===== config.mk =====
export PLATFORM = sky130hd
export DESIGN_NAME = mem_port_arbiter
export DESIGN_NICKNAME = d
export VERILOG_FILES = /design/src/rtl/mem_arb_pkg.sv /design/src/rtl/mem_arb_starve_ctr.sv /design/src/rtl/mem_port_arbiter.sv
export SDC_FILE = /design/constraint.sdc
export NUM_CORES = 1
export LEC_CHECK = 0
export BUFFER_PORTS_ARGS = -buffer_cell sky130_fd_sc_hd__buf_2
export CORE_MARGIN = 3
export CORE_UTILIZATION = 35
export CTS_BUF_LIST = sky130_fd_sc_hd__clkbuf_16
export DETAILED_ROUTE_END_ITERATION = 6
export PLACE_DENSITY = 0.78
export SYNTH_ARGS = -nofsm -noshare
export SYNTH_HDL_FRONTEND = slang
export SYNTH_SLANG_ARGS = --single-unit

===== constraint.sdc =====
create_clock -name clk -period 3.2 [get_ports clk]
set_clock_uncertainty 0.1 [all_clocks]
set_input_delay 0.48 -clock clk [delete_from_list [all_inputs] [get_ports clk]]
set_output_delay 0.48 -clock clk [all_outputs]
set_load 0.02 [all_outputs]

===== src/rtl/mem_arb_pkg.sv =====
// Shared types and width defaults for the IF/MEM single-port memory arbiter.
// Pure declarations: no latency, no flow control.
package mem_arb_pkg;

  localparam int MEM_ARB_ADDR_W = 32;
  localparam int MEM_ARB_DATA_W = 32;

  typedef enum logic {
    ARB_IDLE = 1'b0,
    ARB_WAIT = 1'b1
  } arb_state_e;

  typedef enum logic [1:0] {
    OWN_NONE = 2'd0,
    OWN_IF   = 2'd1,
    OWN_DM   = 2'd2
  } arb_owner_e;

endpackage


===== src/rtl/mem_arb_starve_ctr.sv =====
// Saturating count of consecutive data grants taken while a fetch waits.
// Clear beats increment; full holds until cleared, no backpressure.
module mem_arb_starve_ctr #(
  parameter int MAX = 4,
  localparam int W = $clog2(MAX + 1)
) (
  input  logic         clk,
  input  logic         reset,
  input  logic         clr,
  input  logic         inc,
  output logic [W-1:0] cnt,
  output logic         full
);

  assign full = (cnt == W'(MAX));

  always_ff @(posedge clk or posedge reset) begin
    if (reset) begin
      cnt <= '0;
    end else if (clr) begin
      cnt <= '0;
    end else if (inc && !full) begin
      cnt <= cnt + 1'b1;
    end
  end

endmodule


===== src/rtl/mem_port_arbiter.sv =====
// Fetch/data arbiter onto one single-port memory, one outstanding access; issue 1 cycle after request, completion passed through combinationally.
// Requesters stall on req & ~rvalid; data wins unless MEM_ARB_STARVE_GUARD_EN forces a fetch after STARVE_MAX data grants.
module mem_port_arbiter
  import mem_arb_pkg::*;
#(
  parameter int ADDR_W = MEM_ARB_ADDR_W,
  parameter int DATA_W = MEM_ARB_DATA_W
`ifdef MEM_ARB_STARVE_GUARD_EN
  ,
  parameter int STARVE_MAX = 4
`endif
) (
  input  logic              clk,
  input  logic              reset,
  input  logic              if_req,
  input  logic [ADDR_W-1:0] if_addr,
  output logic              if_gnt,
  output logic              if_rvalid,
  output logic [DATA_W-1:0] if_rdata,
  input  logic              dm_req,
  input  logic              dm_we,
  input  logic [ADDR_W-1:0] dm_addr,
  input  logic [DATA_W-1:0] dm_wdata,
  output logic              dm_gnt,
  output logic              dm_rvalid,
  output logic [DATA_W-1:0] dm_rdata,
  output logic              mem_req,
  output logic              mem_we,
  output logic [ADDR_W-1:0] mem_addr,
  output logic [DATA_W-1:0] mem_wdata,
  input  logic              mem_rvalid,
  input  logic [DATA_W-1:0] mem_rdata
);

  localparam logic [ADDR_W-1:0] ALIGN_MASK = ~ADDR_W'(3);

  arb_state_e state_q, state_d;
  arb_owner_e owner_q, owner_d;
  logic       sel_if, sel_dm;
  logic       if_force;

`ifdef MEM_ARB_STARVE_GUARD_EN
  localparam int STARVE_W = $clog2(STARVE_MAX + 1);

  logic [STARVE_W-1:0] starve_cnt;
  logic                starve_full;

  // Any cycle without a pending fetch breaks the "consecutive" run.
  mem_arb_starve_ctr #(
    .MAX (STARVE_MAX)
  ) u_starve_ctr (
    .clk   (clk),
    .reset (reset),
    .clr   (~if_req | sel_if),
    .inc   (sel_dm & if_req),
    .cnt   (starve_cnt),
    .full  (starve_full)
  );

  assign if_force = starve_full & if_req;
`else
  assign if_force = 1'b0;
`endif

  always_comb begin
    sel_if = 1'b0;
    sel_dm = 1'b0;
    if (state_q == ARB_IDLE) begin
      if (if_req && (!dm_req || if_force)) begin
        sel_if = 1'b1;
      end else if (dm_req) begin
        sel_dm = 1'b1;
      end
    end
  end

  always_ff @(posedge clk or posedge reset) begin
    if (reset) begin
      state_q <= ARB_IDLE;
      owner_q <= OWN_NONE;
    end else begin
      state_q <= state_d;
      owner_q <= owner_d;
    end
  end

  always_comb begin
    state_d = state_q;
    owner_d = owner_q;
    case (state_q)
      ARB_IDLE: begin
        if (sel_if) begin
          state_d = ARB_WAIT;
          owner_d = OWN_IF;
        end else if (sel_dm) begin
          state_d = ARB_WAIT;
          owner_d = OWN_DM;
        end
      end
      ARB_WAIT: begin
        if (mem_rvalid) begin
          state_d = ARB_IDLE;
          owner_d = OWN_NONE;
        end
      end
      default: begin
        state_d = ARB_IDLE;
        owner_d = OWN_NONE;
      end
    endcase
  end

  // Completion is gated by WAIT so a late or spurious mem_rvalid never leaks out.
  always_comb begin
    if_rvalid = (state_q == ARB_WAIT) && (owner_q == OWN_IF) && mem_rvalid;
    dm_rvalid = (state_q == ARB_WAIT) && (owner_q == OWN_DM) && mem_rvalid;
    if_rdata  = (owner_q == OWN_IF) ? mem_rdata : '0;
    dm_rdata  = (owner_q == OWN_DM) ? mem_rdata : '0;
  end

  // Command register: strobes last one cycle, address/data hold until the next issue.
  always_ff @(posedge clk or posedge reset) begin
    if (reset) begin
      mem_req   <= 1'b0;
      mem_we    <= 1'b0;
      mem_addr  <= '0;
      mem_wdata <= '0;
      if_gnt    <= 1'b0;
      dm_gnt    <= 1'b0;
    end else begin
      mem_req <= sel_if | sel_dm;
      if_gnt  <= sel_if;
      dm_gnt  <= sel_dm;
      if (sel_if) begin
        mem_we    <= 1'b0;
        mem_addr  <= if_addr & ALIGN_MASK;
        mem_wdata <= '0;
      end else if (sel_dm) begin
        mem_we    <= dm_we;
        mem_addr  <= dm_addr & ALIGN_MASK;
        mem_wdata <= dm_wdata;
      end
    end
  end

endmodule


==> impl_metrics.xml, run 1 <==
<?xml version="1.0" encoding="UTF-8"?>
<metrics>
  <group name="sta">
    <metric name="setup_repair_after_global_routing_missed_its_margin" unit="">no</metric>
    <metric name="slew_violations" unit="">0</metric>
    <metric name="final.period_utilization" unit="%">75.37</metric>
    <metric name="finalHoldWorstSlack" unit="ns">0.09538</metric>
    <metric name="final_hold_violations" unit="">0</metric>
    <metric name="setup-tns-final" unit="ns">0</metric>
    <metric name="fmaxAchievable" unit="MHz">414.6</metric>
    <metric name="worstMarginPinSlew" unit="ns">0.9857</metric>
    <metric name="timing.slew.headroom" unit="%">33.88</metric>
    <metric name="finalCriticalPeriod" unit="ns">2.412</metric>
    <metric name="timing.final.setup_violations" unit="">0</metric>
  </group>
  <group name="clock_tree">
    <metric name="cts_post_setup_buffers_inserted" unit="">0</metric>
    <metric name="clock_sinks" unit="">69</metric>
    <metric name="worst_setup_hold_path_clk_slew" unit="ns">0.06</metric>
    <metric name="cts_stage_hold_buffer_count" unit="">0</metric>
    <metric name="cts-htree-levels" unit="">3</metric>
    <metric name="source_to_sink_clock_delay_at_the_later_pin_of_the_worst_skew_pair" unit="ns">0.32</metric>
    <metric name="clock_tree.root_cell" unit="">sky130_fd_sc_hd__clkbuf_16</metric>
    <metric name="postCtsResizedCells" unit="">0</metric>
    <metric name="cts_made_buffers" unit="">9</metric>
    <metric name="max_root_sink_buffers" unit="">2</metric>
    <metric name="tritoncts" unit="">built</metric>
  </group>
  <group name="synthesis">
    <metric name="yosysWarnings" unit="">0</metric>
    <metric name="synth_commonest_cells" unit="">sky130_fd_sc_hd__dfrtp_1, sky130_fd_sc_hd__and2_1, sky130_fd_sc_hd__nor3_1, sky130_fd_sc_hd__a22o_1, sky130_fd_sc_hd__nor2_1</metric>
    <metric name="ys_top_cells_by_area" unit="">sky130_fd_sc_hd__dfrtp_1, sky130_fd_sc_hd__and2_1, sky130_fd_sc_hd__nor3_1</metric>
    <metric name="postSynthCellCount" unit="">339</metric>
    <metric name="fraction_of_post_synthesis_cell_area_in_the_top_cell_type_by_area" unit="%">51.34</metric>
    <metric name="mappedNetlistArea" unit="mm^2">0.003363</metric>
    <metric name="postSynthRegisterBits" unit="">69</metric>
    <metric name="ys.flop_type" unit="">sky130_fd_sc_hd__dfrtp_1</metric>
    <metric name="synth.yosys.seq_area_share" unit="%">51.34</metric>
    <metric name="async_flop_share" unit="%">100.0</metric>
    <metric name="yosysUniqueCellTypes" unit="">25</metric>
    <metric name="synthMostInstantiatedCell" unit="">sky130_fd_sc_hd__dfrtp_1</metric>
    <metric name="synth_top_area_cell" unit="">sky130_fd_sc_hd__dfrtp_1</metric>
    <metric name="synth_edf_count" unit="">0</metric>
    <metric name="synth.avg_cell_area" unit="um^2">9.921</metric>
  </group>
  <group name="placement">
    <metric name="port_buffers" unit="">261</metric>
    <metric name="dp_hpwl" unit="um">8950</metric>
    <metric name="globalplace.congestion" unit="">0.8852</metric>
  </group>
  <group name="status">
    <metric name="result_of_the_run" unit="">complete, no violations</metric>
  </group>
  <group name="global_routing">
    <metric name="gr_ovfl_total" unit="">0</metric>
    <metric name="first_pass_grt_wire_length" unit="um">18330</metric>
    <metric name="global_route.usage.total" unit="%">20.83</metric>
    <metric name="pin_count_of_the_biggest_net_entering_global_routing" unit="">52</metric>
    <metric name="antenna_found_initial" unit="">0</metric>
    <metric name="vias_in_the_first_global_route" unit="">3570</metric>
  </group>
  <group name="die">
    <metric name="pin_count" unit="">268</metric>
    <metric name="start_util" unit="%">36.23</metric>
    <metric name="rows" unit="">35</metric>
    <metric name="die_w" unit="um">104.0</metric>
    <metric name="placeableCoreArea" unit="mm^2">0.009284</metric>
    <metric name="die_height" unit="um">104.0</metric>
    <metric name="fp.dieArea" unit="mm^2">0.01082</metric>
  </group>
  <group name="finish">
    <metric name="area_growth_syn_to_layout" unit="%">50.67</metric>
    <metric name="ant_diodes" unit="">0</metric>
    <metric name="drive_above_1_share" unit="%">49.16</metric>
    <metric name="finalNetCount" unit="">723</metric>
    <metric name="fillerInstances" unit="">869</metric>
  </group>
  <group name="power">
    <metric name="vdd.ir_drop.worst" unit="uV">250.4</metric>
    <metric name="p_per_area" unit="mW/mm^2">622.6</metric>
    <metric name="static-leakage-power" unit="uW">0.002687</metric>
  </group>
  <group name="worst_setup_path">
    <metric name="critPathMaxStageDelay" unit="ns">0.60</metric>
    <metric name="critPathLaunchType" unit="">register</metric>
    <metric name="crit_fanout" unit="">51</metric>
    <metric name="critPathTopFamily" unit="">buffers and inverters</metric>
    <metric name="slowest_stage" unit="">sky130_fd_sc_hd__dfrtp_2</metric>
    <metric name="critical_path.reg2reg.startpoint" unit="">state_q</metric>
    <metric name="critical_path_class" unit="">register to primary output</metric>
    <metric name="critical_path.endpoint_type" unit="">primary output</metric>
    <metric name="r2r_cells" unit="">3</metric>
    <metric name="timing.critical_path.arrival" unit="ns">1.83</metric>
    <metric name="critPathRequiredTime" unit="ns">2.62</metric>
    <metric name="critical_path_buf_inv_count" unit="">2</metric>
    <metric name="crit-reg2reg-capture" unit="">mem_wdata[4]</metric>
    <metric name="crit_chain" unit="">buf_4 &gt; and3_1 &gt; buf_2</metric>
    <metric name="worst-r2r-setup-slack" unit="ns">0.89</metric>
  </group>
  <group name="detailed_routing">
    <metric name="drt_drc_violations_left" unit="">0</metric>
    <metric name="drt_iter0_drc" unit="">196</metric>
    <metric name="final_antenna_net_count" unit="">0</metric>
    <metric name="route.vias.total" unit="">3476</metric>
    <metric name="detailedRoute.firstPassIterationCount" unit="">4</metric>
    <metric name="route.final.wire_length" unit="um">11770</metric>
    <metric name="wl_per_cell" unit="um">16.28</metric>
    <metric name="vias_per_cell" unit="">4.808</metric>
  </group>
  <group name="min_path">
    <metric name="min_path_type" unit="">input port to asynchronous set/reset pin</metric>
  </group>
  <group name="run">
    <metric name="cap_violations" unit="">0</metric>
  </group>
</metrics>
how the worst max path moves through the flow:
| stage | startpoint | to | slack, ns | cells past startpoint |
|---|---|---|---|---|
| 2_1_floorplan | reset | dm_gnt | 0.88 | 1 |
| 3_3_place_gp | dm_req | mem_wdata[26] | 0.79 | 4 |
| 3_5_place_dp | dm_req | mem_wdata[24] | 0.72 | 4 |
| 4_1_cts | state_q | dm_rvalid | 0.75 | 3 |
| 5_1_grt | state_q | dm_rvalid | 0.65 | 3 |
| 6_report | state_q | dm_rvalid | 0.79 | 3 |
report_power, final:
group | internal (uW) | leakage, uW | switching, uW
Combinational | 369 | 0.00170 | 589
Clock | 686 | 0.000156 | 380
Sequential | 1040 | 0.000827 | 96.5
Total | 2090 | 0.00269 | 1060
registers in the layout, summed over array words and instances, names as in the netlist:
signal     count
mem_wdata     32
mem_addr      30
owner_q        2
dm_gnt         1
if_gnt         1
mem_req        1
mem_we         1
state_q        1
kinds of logic after synthesis:
group,after synthesis,synth area share [%]
buffers and inverters,35,5.580
AO/OA/AOI/OAI,40,9.896
flip-flops,69,51.34
AND/OR/NAND/NOR,194,33.07
other,1,0.1115
layout by cell type, fill, tap and decap left out, types with 2 or more instances in the layout:
cell,n
sky130_fd_sc_hd__buf_2,261
sky130_fd_sc_hd__clkinv_4,2
sky130_fd_sc_hd__clkbuf_16,9
sky130_fd_sc_hd__dfrtp_1,68
sky130_fd_sc_hd__buf_4,7
sky130_fd_sc_hd__nor2b_1,5
sky130_fd_sc_hd__o22ai_1,4
sky130_fd_sc_hd__nor3_1,58
sky130_fd_sc_hd__nand2_1,2
sky130_fd_sc_hd__a21oi_1,2
sky130_fd_sc_hd__a22o_1,33
sky130_fd_sc_hd__nand2b_1,2
sky130_fd_sc_hd__nor3b_1,27
sky130_fd_sc_hd__nor3_2,3
sky130_fd_sc_hd__and2_1,64
sky130_fd_sc_hd__bufinv_16,2
sky130_fd_sc_hd__nor2_1,29
sky130_fd_sc_hd__conb_1,2
sky130_fd_sc_hd__and3_1,2
layer usage:
layer | track usage, % | wire, um
met5 | 0 | 0
met2 | 38.90 | 6365
met3 | 4.221 | 729
met1 | 23.53 | 4537
met4 | 6.933 | 140
layout make-up:
| class | count | area (um^2) | share of cell area (%) |
|---|---|---|---|
| Clock buffer | 9 | 225.2 | 4.444 |
| Clock inverter | 7 | 98.84 | 1.951 |
| Inverter | 4 | 22.52 | 0.4444 |
| Multi-Input combinational cell | 236 | 1453 | 28.67 |
| Sequential cell | 69 | 1728 | 34.10 |
| Tap cell | 129 | 161.4 | 3.185 |
| Timing Repair Buffer | 269 | 1379 | 27.21 |
metrics by stage:
stage / instance area (um^2) / instances / util, % / total power (uW) / setup WS (ns)
finish: 5067 / 723 / 54.58 / 3155 / 0.7882
global route: 5067 / 723 / 54.58 / 3315 / 0.6526
CTS: 5067 / 723 / 54.58 / 3188 / 0.7523
detailed placement: 4743 / 707 / 51.09 / 2112 / 0.7238
global placement: 4743 / 707 / 51.09 / 2086 / 0.7926
floorplan: 3367 / 340 / - / 1733 / 0.8801
Note: power is estimated with default switching activity, not from simulation.
==> inputs of run 2 (changes only) <==
--- a/config.mk
+++ b/config.mk
@@ -10,7 +10,7 @@
 export CORE_UTILIZATION = 35
 export CTS_BUF_LIST = sky130_fd_sc_hd__clkbuf_16
 export DETAILED_ROUTE_END_ITERATION = 6
-export PLACE_DENSITY = 0.78
+export PLACE_DENSITY = 0.81
 export SYNTH_ARGS = -nofsm -noshare
 export SYNTH_HDL_FRONTEND = slang
 export SYNTH_SLANG_ARGS = --single-unit
==> constraint.sdc (replaced) <==
create_clock -name clk -period 2.2 [get_ports clk]
set_clock_uncertainty 0.1 [all_clocks]
set_input_delay 0.33 -clock clk [delete_from_list [all_inputs] [get_ports clk]]
set_output_delay 0.33 -clock clk [all_outputs]
set_load 0.02 [all_outputs]
==> impl_metrics.xml, run 2 (synthesis gave the netlist of run 1 again) <==
<?xml version="1.0" encoding="UTF-8"?>
<metrics>
  <group name="clock_tree">
    <metric name="clock_sinks" unit="">69</metric>
    <metric name="clock_tree.root_cell" unit="">sky130_fd_sc_hd__clkbuf_16</metric>
    <metric name="source_to_sink_clock_delay_at_the_later_pin_of_the_worst_skew_pair" unit="ns">0.32</metric>
    <metric name="max_root_sink_buffers" unit="">2</metric>
    <metric name="cts_made_buffers" unit="">9</metric>
    <metric name="cts-htree-levels" unit="">3</metric>
    <metric name="tritoncts" unit="">built</metric>
    <metric name="worst_setup_hold_path_clk_slew" unit="ns">0.06</metric>
  </group>
  <group name="detailed_routing">
    <metric name="vias_per_cell" unit="">4.780</metric>
    <metric name="wl_per_cell" unit="um">15.98</metric>
    <metric name="drt_drc_violations_left" unit="">0</metric>
    <metric name="final_antenna_net_count" unit="">0</metric>
    <metric name="drt_iter0_drc" unit="">201</metric>
    <metric name="route.vias.total" unit="">3470</metric>
    <metric name="route.final.wire_length" unit="um">11600</metric>
    <metric name="detailedRoute.firstPassIterationCount" unit="">4</metric>
  </group>
  <group name="sta">
    <metric name="finalCriticalPeriod" unit="ns">1.923</metric>
    <metric name="final_hold_violations" unit="">0</metric>
    <metric name="timing.slew.headroom" unit="%">66.26</metric>
    <metric name="setup-tns-final" unit="ns">0</metric>
    <metric name="timing.final.setup_violations" unit="">0</metric>
    <metric name="slew_violations" unit="">0</metric>
    <metric name="worstMarginPinSlew" unit="ns">0.5061</metric>
    <metric name="fmaxAchievable" unit="MHz">520.0</metric>
    <metric name="setup_repair_after_global_routing_missed_its_margin" unit="">no</metric>
    <metric name="final.period_utilization" unit="%">87.41</metric>
    <metric name="finalHoldWorstSlack" unit="ns">0.1177</metric>
  </group>
  <group name="worst_setup_path">
    <metric name="critPathMaxStageDelay" unit="ns">0.41</metric>
    <metric name="worst-r2r-setup-slack" unit="ns">0.59</metric>
    <metric name="crit_chain" unit="">nor2b_1 &gt; buf_4 &gt; and3_1 &gt; buf_2</metric>
    <metric name="slowest_stage" unit="">sky130_fd_sc_hd__dfrtp_1</metric>
    <metric name="critical_path_class" unit="">register to primary output</metric>
    <metric name="crit_fanout" unit="">33</metric>
    <metric name="critical_path_buf_inv_count" unit="">2</metric>
    <metric name="timing.critical_path.arrival" unit="ns">1.49</metric>
    <metric name="critPathRequiredTime" unit="ns">1.77</metric>
    <metric name="critical_path.endpoint_type" unit="">primary output</metric>
    <metric name="critPathTopFamily" unit="">buffers and inverters</metric>
    <metric name="critPathLaunchType" unit="">register</metric>
  </group>
  <group name="global_routing">
    <metric name="pin_count_of_the_biggest_net_entering_global_routing" unit="">52</metric>
    <metric name="gr_ovfl_total" unit="">0</metric>
    <metric name="global_route.usage.total" unit="%">20.79</metric>
    <metric name="first_pass_grt_wire_length" unit="um">18410</metric>
    <metric name="vias_in_the_first_global_route" unit="">3649</metric>
    <metric name="antenna_found_initial" unit="">1</metric>
  </group>
  <group name="placement">
    <metric name="dp_hpwl" unit="um">8864</metric>
    <metric name="port_buffers" unit="">261</metric>
    <metric name="globalplace.congestion" unit="">0.8769</metric>
  </group>
  <group name="status">
    <metric name="result_of_the_run" unit="">complete, no violations</metric>
  </group>
  <group name="die">
    <metric name="die_height" unit="um">104.0</metric>
    <metric name="rows" unit="">35</metric>
    <metric name="pin_count" unit="">268</metric>
    <metric name="fp.dieArea" unit="mm^2">0.01082</metric>
    <metric name="start_util" unit="%">36.23</metric>
    <metric name="placeableCoreArea" unit="mm^2">0.009284</metric>
    <metric name="die_w" unit="um">104.0</metric>
  </group>
  <group name="power">
    <metric name="vdd.ir_drop.worst" unit="uV">337.0</metric>
    <metric name="p_per_area" unit="mW/mm^2">877.3</metric>
    <metric name="static-leakage-power" unit="uW">0.002694</metric>
  </group>
  <group name="min_path">
    <metric name="min_path_type" unit="">input port to register</metric>
  </group>
  <group name="finish">
    <metric name="largest_registers" unit="">mem_wdata x32, mem_addr x30, owner_q x2</metric>
    <metric name="mostFrequentLayoutCells" unit="">sky130_fd_sc_hd__buf_2, sky130_fd_sc_hd__dfrtp_1, sky130_fd_sc_hd__and2_1</metric>
    <metric name="largest_register_ff_count" unit="">32</metric>
    <metric name="top_register" unit="">mem_wdata</metric>
    <metric name="drive_above_1_share" unit="%">48.83</metric>
    <metric name="area_growth_syn_to_layout" unit="%">51.08</metric>
    <metric name="finalNetCount" unit="">725</metric>
    <metric name="fillerInstances" unit="">878</metric>
    <metric name="layout_commonest_cell" unit="">sky130_fd_sc_hd__buf_2</metric>
  </group>
  <group name="run">
    <metric name="cap_violations" unit="">0</metric>
  </group>
</metrics>
[run 2: cell count changes in the layout (fill, tap and decap cells not counted), sizes merged]
cell / delta
bufinv: -1
diode: +1
dlygate4sd3: +1
clkinv: +1
buf: +1
[run 2: timing repair]
| item | 4_1_cts | 5_1_grt |
|---|---|---|
| resized for setup | 0 | 0 |
| hold endpoints to repair | 17 | 0 |
| buffers inserted | 0 | 0 |
| hold buffers | 1 | 0 |
[run 2: worst paths after layout]
kind / cells after the start / endpoint / start
min: 2 / mem_wdata[29] / dm_wdata[29]
max in group asynchronous: 4 / mem_wdata[20] / reset
max reg2reg: 3 / mem_wdata[5] / state_q
min in group asynchronous: 3 / mem_addr[21] / reset
min reg2reg: 1 / mem_wdata[29] / mem_wdata[29]
max: 4 / dm_rvalid / owner_q[0]
[run 2: worst register-to-register path: cells and delay by family (launching register included)]
kind | cells | cell delay [ns]
buffers and inverters | 1 | 0.38
AOI/OAI and AO/OA | 1 | 0.23
DFF | 1 | 0.55
and+or+nand+nor | 1 | 0.29
[run 2: final cells by class]
| type | count | area, um^2 | area share, % |
|---|---|---|---|
| antenna | 1 | 2.502 | 0.04925 |
| clock buffer | 9 | 225.2 | 4.432 |
| clock inverter | 7 | 67.56 | 1.330 |
| inverter | 4 | 22.52 | 0.4432 |
| multi-input combinational | 236 | 1453 | 28.59 |
| sequential | 69 | 1728 | 34.01 |
| tap | 129 | 161.4 | 3.177 |
| timing repair buffer | 271 | 1421 | 27.97 |
[run 2: where the power goes]
| part | total, uW | internal (uW) | leakage [uW] | switching (uW) |
|---|---|---|---|---|
| clock network | 1410 | 871 | 0.000144 | 537 |
| registers | 1650 | 1510 | 0.000827 | 141 |
| logic | 1400 | 543 | 0.00172 | 859 |
[run 2: metrics by stage]
step	total power (uW)	setup WS [ns]	cells	instance area (um^2)	utilization, %
floorplan	2521	0.03014	340	3367	-
global placement	3042	0.5013	708	4776	51.44
detailed placement	3081	0.4457	708	4776	51.44
CTS	4503	0.2729	725	5079	54.70
global route	4680	0.1826	726	5081	54.73
finish	4458	0.2769	726	5081	54.73
[run 2: metal layers]
| layer | wire length (um) | GRT usage, % | share of wire [%] |
|---|---|---|---|
| met1 | 4589 | 24.07 | 40 |
| met2 | 6023 | 37.60 | 52 |
| met3 | 748 | 4.593 | 6.4 |
| met4 | 242 | 7.502 | 2.1 |
| met5 | 0 | 0 | 0 |
==> inputs of run 3 (changes only) <==
--- a/config.mk
+++ b/config.mk
@@ -5,12 +5,12 @@
 export SDC_FILE = /design/constraint.sdc
 export NUM_CORES = 1
 export LEC_CHECK = 0
-export BUFFER_PORTS_ARGS = -buffer_cell sky130_fd_sc_hd__buf_2
 export CORE_MARGIN = 3
 export CORE_UTILIZATION = 35
 export CTS_BUF_LIST = sky130_fd_sc_hd__clkbuf_16
 export DETAILED_ROUTE_END_ITERATION = 6
-export PLACE_DENSITY = 0.81
+export DONT_BUFFER_PORTS = 1
+export PLACE_DENSITY = 0.54
 export SYNTH_ARGS = -nofsm -noshare
 export SYNTH_HDL_FRONTEND = slang
 export SYNTH_SLANG_ARGS = --single-unit
==> constraint.sdc (replaced) <==
create_clock -name clk -period 2.3 [get_ports clk]
set_clock_uncertainty 0.1 [all_clocks]
set_input_delay 0.345 -clock clk [delete_from_list [all_inputs] [get_ports clk]]
set_output_delay 0.345 -clock clk [all_outputs]
set_load 0.02 [all_outputs]
==> impl_metrics.xml, run 3 (synthesis gave the netlist of run 1 again) <==
<?xml version="1.0" encoding="UTF-8"?>
<metrics>
  <group name="status">
    <metric name="result_of_the_run" unit="">complete, no violations</metric>
  </group>
  <group name="sta">
    <metric name="final_hold_violations" unit="">0</metric>
    <metric name="final.period_utilization" unit="%">81.93</metric>
    <metric name="setup_repair_after_global_routing_missed_its_margin" unit="">no</metric>
    <metric name="timing.slew.headroom" unit="%">66.57</metric>
    <metric name="worstMarginPinSlew" unit="ns">0.5007</metric>
    <metric name="slew_violations" unit="">0</metric>
    <metric name="setup-tns-final" unit="ns">0</metric>
    <metric name="timing.final.setup_violations" unit="">0</metric>
    <metric name="finalCriticalPeriod" unit="ns">1.884</metric>
    <metric name="fmaxAchievable" unit="MHz">530.7</metric>
  </group>
  <group name="detailed_routing">
    <metric name="drt_drc_violations_left" unit="">0</metric>
    <metric name="route.vias.total" unit="">2527</metric>
    <metric name="vias_per_cell" unit="">5.423</metric>
    <metric name="final_antenna_net_count" unit="">0</metric>
    <metric name="wl_per_cell" unit="um">20.05</metric>
    <metric name="detailedRoute.firstPassIterationCount" unit="">4</metric>
    <metric name="drt_iter0_drc" unit="">117</metric>
    <metric name="route.final.wire_length" unit="um">9343</metric>
  </group>
  <group name="die">
    <metric name="fp.dieArea" unit="mm^2">0.01082</metric>
    <metric name="die_w" unit="um">104.0</metric>
    <metric name="start_util" unit="%">36.23</metric>
    <metric name="die_height" unit="um">104.0</metric>
    <metric name="placeableCoreArea" unit="mm^2">0.009284</metric>
    <metric name="rows" unit="">35</metric>
    <metric name="pin_count" unit="">268</metric>
  </group>
  <group name="clock_tree">
    <metric name="tritoncts" unit="">built</metric>
    <metric name="cts_made_buffers" unit="">9</metric>
    <metric name="source_to_sink_clock_delay_at_the_later_pin_of_the_worst_skew_pair" unit="ns">0.32</metric>
    <metric name="clock_sinks" unit="">69</metric>
    <metric name="cts-htree-levels" unit="">3</metric>
    <metric name="clock_tree.root_cell" unit="">sky130_fd_sc_hd__clkbuf_16</metric>
    <metric name="cts_post_setup_buffers_inserted" unit="">0</metric>
    <metric name="worst_setup_hold_path_clk_slew" unit="ns">0.05</metric>
    <metric name="max_root_sink_buffers" unit="">2</metric>
  </group>
  <group name="worst_setup_path">
    <metric name="worst-r2r-setup-slack" unit="ns">0.85</metric>
    <metric name="r2r_cells" unit="">4</metric>
    <metric name="cp-startpoint" unit="">owner_q[0]</metric>
    <metric name="critPathRequiredTime" unit="ns">1.86</metric>
    <metric name="crit-reg2reg-capture" unit="">mem_wdata[30]</metric>
    <metric name="critical_path.endpoint_type" unit="">primary output</metric>
    <metric name="critPathLaunchType" unit="">register</metric>
    <metric name="timing.critical_path.arrival" unit="ns">1.44</metric>
    <metric name="critical_path.reg2reg.startpoint" unit="">state_q</metric>
    <metric name="critical_path_class" unit="">register to primary output</metric>
    <metric name="crit_fanout" unit="">33</metric>
  </group>
  <group name="placement">
    <metric name="place.detailed.instances" unit="">447</metric>
    <metric name="globalplace.congestion" unit="">0.7157</metric>
    <metric name="port_buffers" unit="">0</metric>
    <metric name="dp_hpwl" unit="um">6775</metric>
  </group>
  <group name="power">
    <metric name="vdd.ir_drop.worst" unit="uV">426.4</metric>
    <metric name="p_per_area" unit="mW/mm^2">1090</metric>
    <metric name="static-leakage-power" unit="uW">0.001591</metric>
  </group>
  <group name="finish">
    <metric name="drive_above_1_share" unit="%">8.902</metric>
    <metric name="largest_registers" unit="">mem_wdata x32, mem_addr x30, owner_q x2</metric>
    <metric name="non_filler_instances" unit="">466</metric>
    <metric name="area_growth_syn_to_layout" unit="%">14.06</metric>
    <metric name="largest_register_ff_count" unit="">32</metric>
    <metric name="top_register" unit="">mem_wdata</metric>
    <metric name="finalNetCount" unit="">466</metric>
    <metric name="layout_commonest_cell" unit="">sky130_fd_sc_hd__dfrtp_1</metric>
    <metric name="fillerInstances" unit="">924</metric>
    <metric name="mostFrequentLayoutCells" unit="">sky130_fd_sc_hd__dfrtp_1, sky130_fd_sc_hd__and2_1, sky130_fd_sc_hd__nor3_1</metric>
    <metric name="ant_diodes" unit="">0</metric>
  </group>
  <group name="min_path">
    <metric name="timing.hold.worst_endpoint" unit="">owner_q[0]</metric>
    <metric name="holdCritStartpoint" unit="">mem_rvalid</metric>
    <metric name="holdPathStages" unit="">1</metric>
    <metric name="min_path_type" unit="">input port to register</metric>
  </group>
  <group name="global_routing">
    <metric name="antenna_found_initial" unit="">0</metric>
    <metric name="pin_count_of_the_biggest_net_entering_global_routing" unit="">38</metric>
    <metric name="gr_ovfl_total" unit="">0</metric>
    <metric name="first_pass_grt_wire_length" unit="um">14610</metric>
    <metric name="global_route.usage.total" unit="%">16.90</metric>
    <metric name="vias_in_the_first_global_route" unit="">2570</metric>
  </group>
  <group name="run">
    <metric name="cap_violations" unit="">0</metric>
  </group>
</metrics>
[run 3: final cells by class]
cell class / count / area [um^2] / area share [%]
well taps: 129 / 161.4 / 4.207
flip-flops and latches: 69 / 1728 / 45.04
repair buffers: 12 / 110.1 / 2.870
clock inverters: 7 / 136.4 / 3.555
inverters: 4 / 22.52 / 0.5871
multi-input cells: 236 / 1453 / 37.87
clock buffers: 9 / 225.2 / 5.871
[run 3: worst max-delay path by stage]
stage	slack [ns]	end
after floorplan	0.12	dm_gnt
after global placement	0.73	mem_wdata[3]
after detailed placement	0.71	mem_wdata[9]
after CTS	0.41	if_rdata[30]
after global routing	0.32	if_rdata[30]
final	0.42	if_rdata[30]
[run 3: layer usage]
layer / GRT usage, % / part of all wire [%] / vias up
met3: 6.518 / 10 / 13
met1: 20.28 / 40 / 1218
met5: 0 / 0 / -
met4: 5.603 / 1.7 / 0
met2: 27.86 / 49 / 149
li1: - / - / 1147
[run 3: critical path, cell delays in order (launching register included)]
cell	delay, ns
sky130_fd_sc_hd__dfrtp_1	0.38
sky130_fd_sc_hd__nor2b_1	0.14
sky130_fd_sc_hd__buf_4	0.25
sky130_fd_sc_hd__and2_1	0.34
[run 3: through the flow]
stage | worst slack, ns | instance area [um^2] | hold slack, ns | utilization (%) | total power [uW]
final | 0.4156 | 3836 | 0.01135 | 41.32 | 4183
after global routing | 0.3203 | 3836 | 0.001291 | 41.32 | 4385
after CTS | 0.4067 | 3836 | 0.0001620 | 41.32 | 4239
after detailed placement | 0.7112 | 3445 | 0.1933 | 37.10 | 2546
after global placement | 0.7302 | 3445 | 0.1852 | 37.10 | 2531
after floorplan | 0.1151 | 3367 | 0.3338 | - | 2411
[run 3: power breakdown]
part	internal (uW)	switching, uW	leakage (uW)
combinational	243	377	0.000589
clock	1160	498	0.000175
sequential	1440	461	0.000827
total	2850	1340	0.00159
[run 3: repair_timing]
action                                 in CTS  in global routing
endpoints found under the hold margin      21                  0
resized for setup                           0                  0
hold buffers                                3                  0
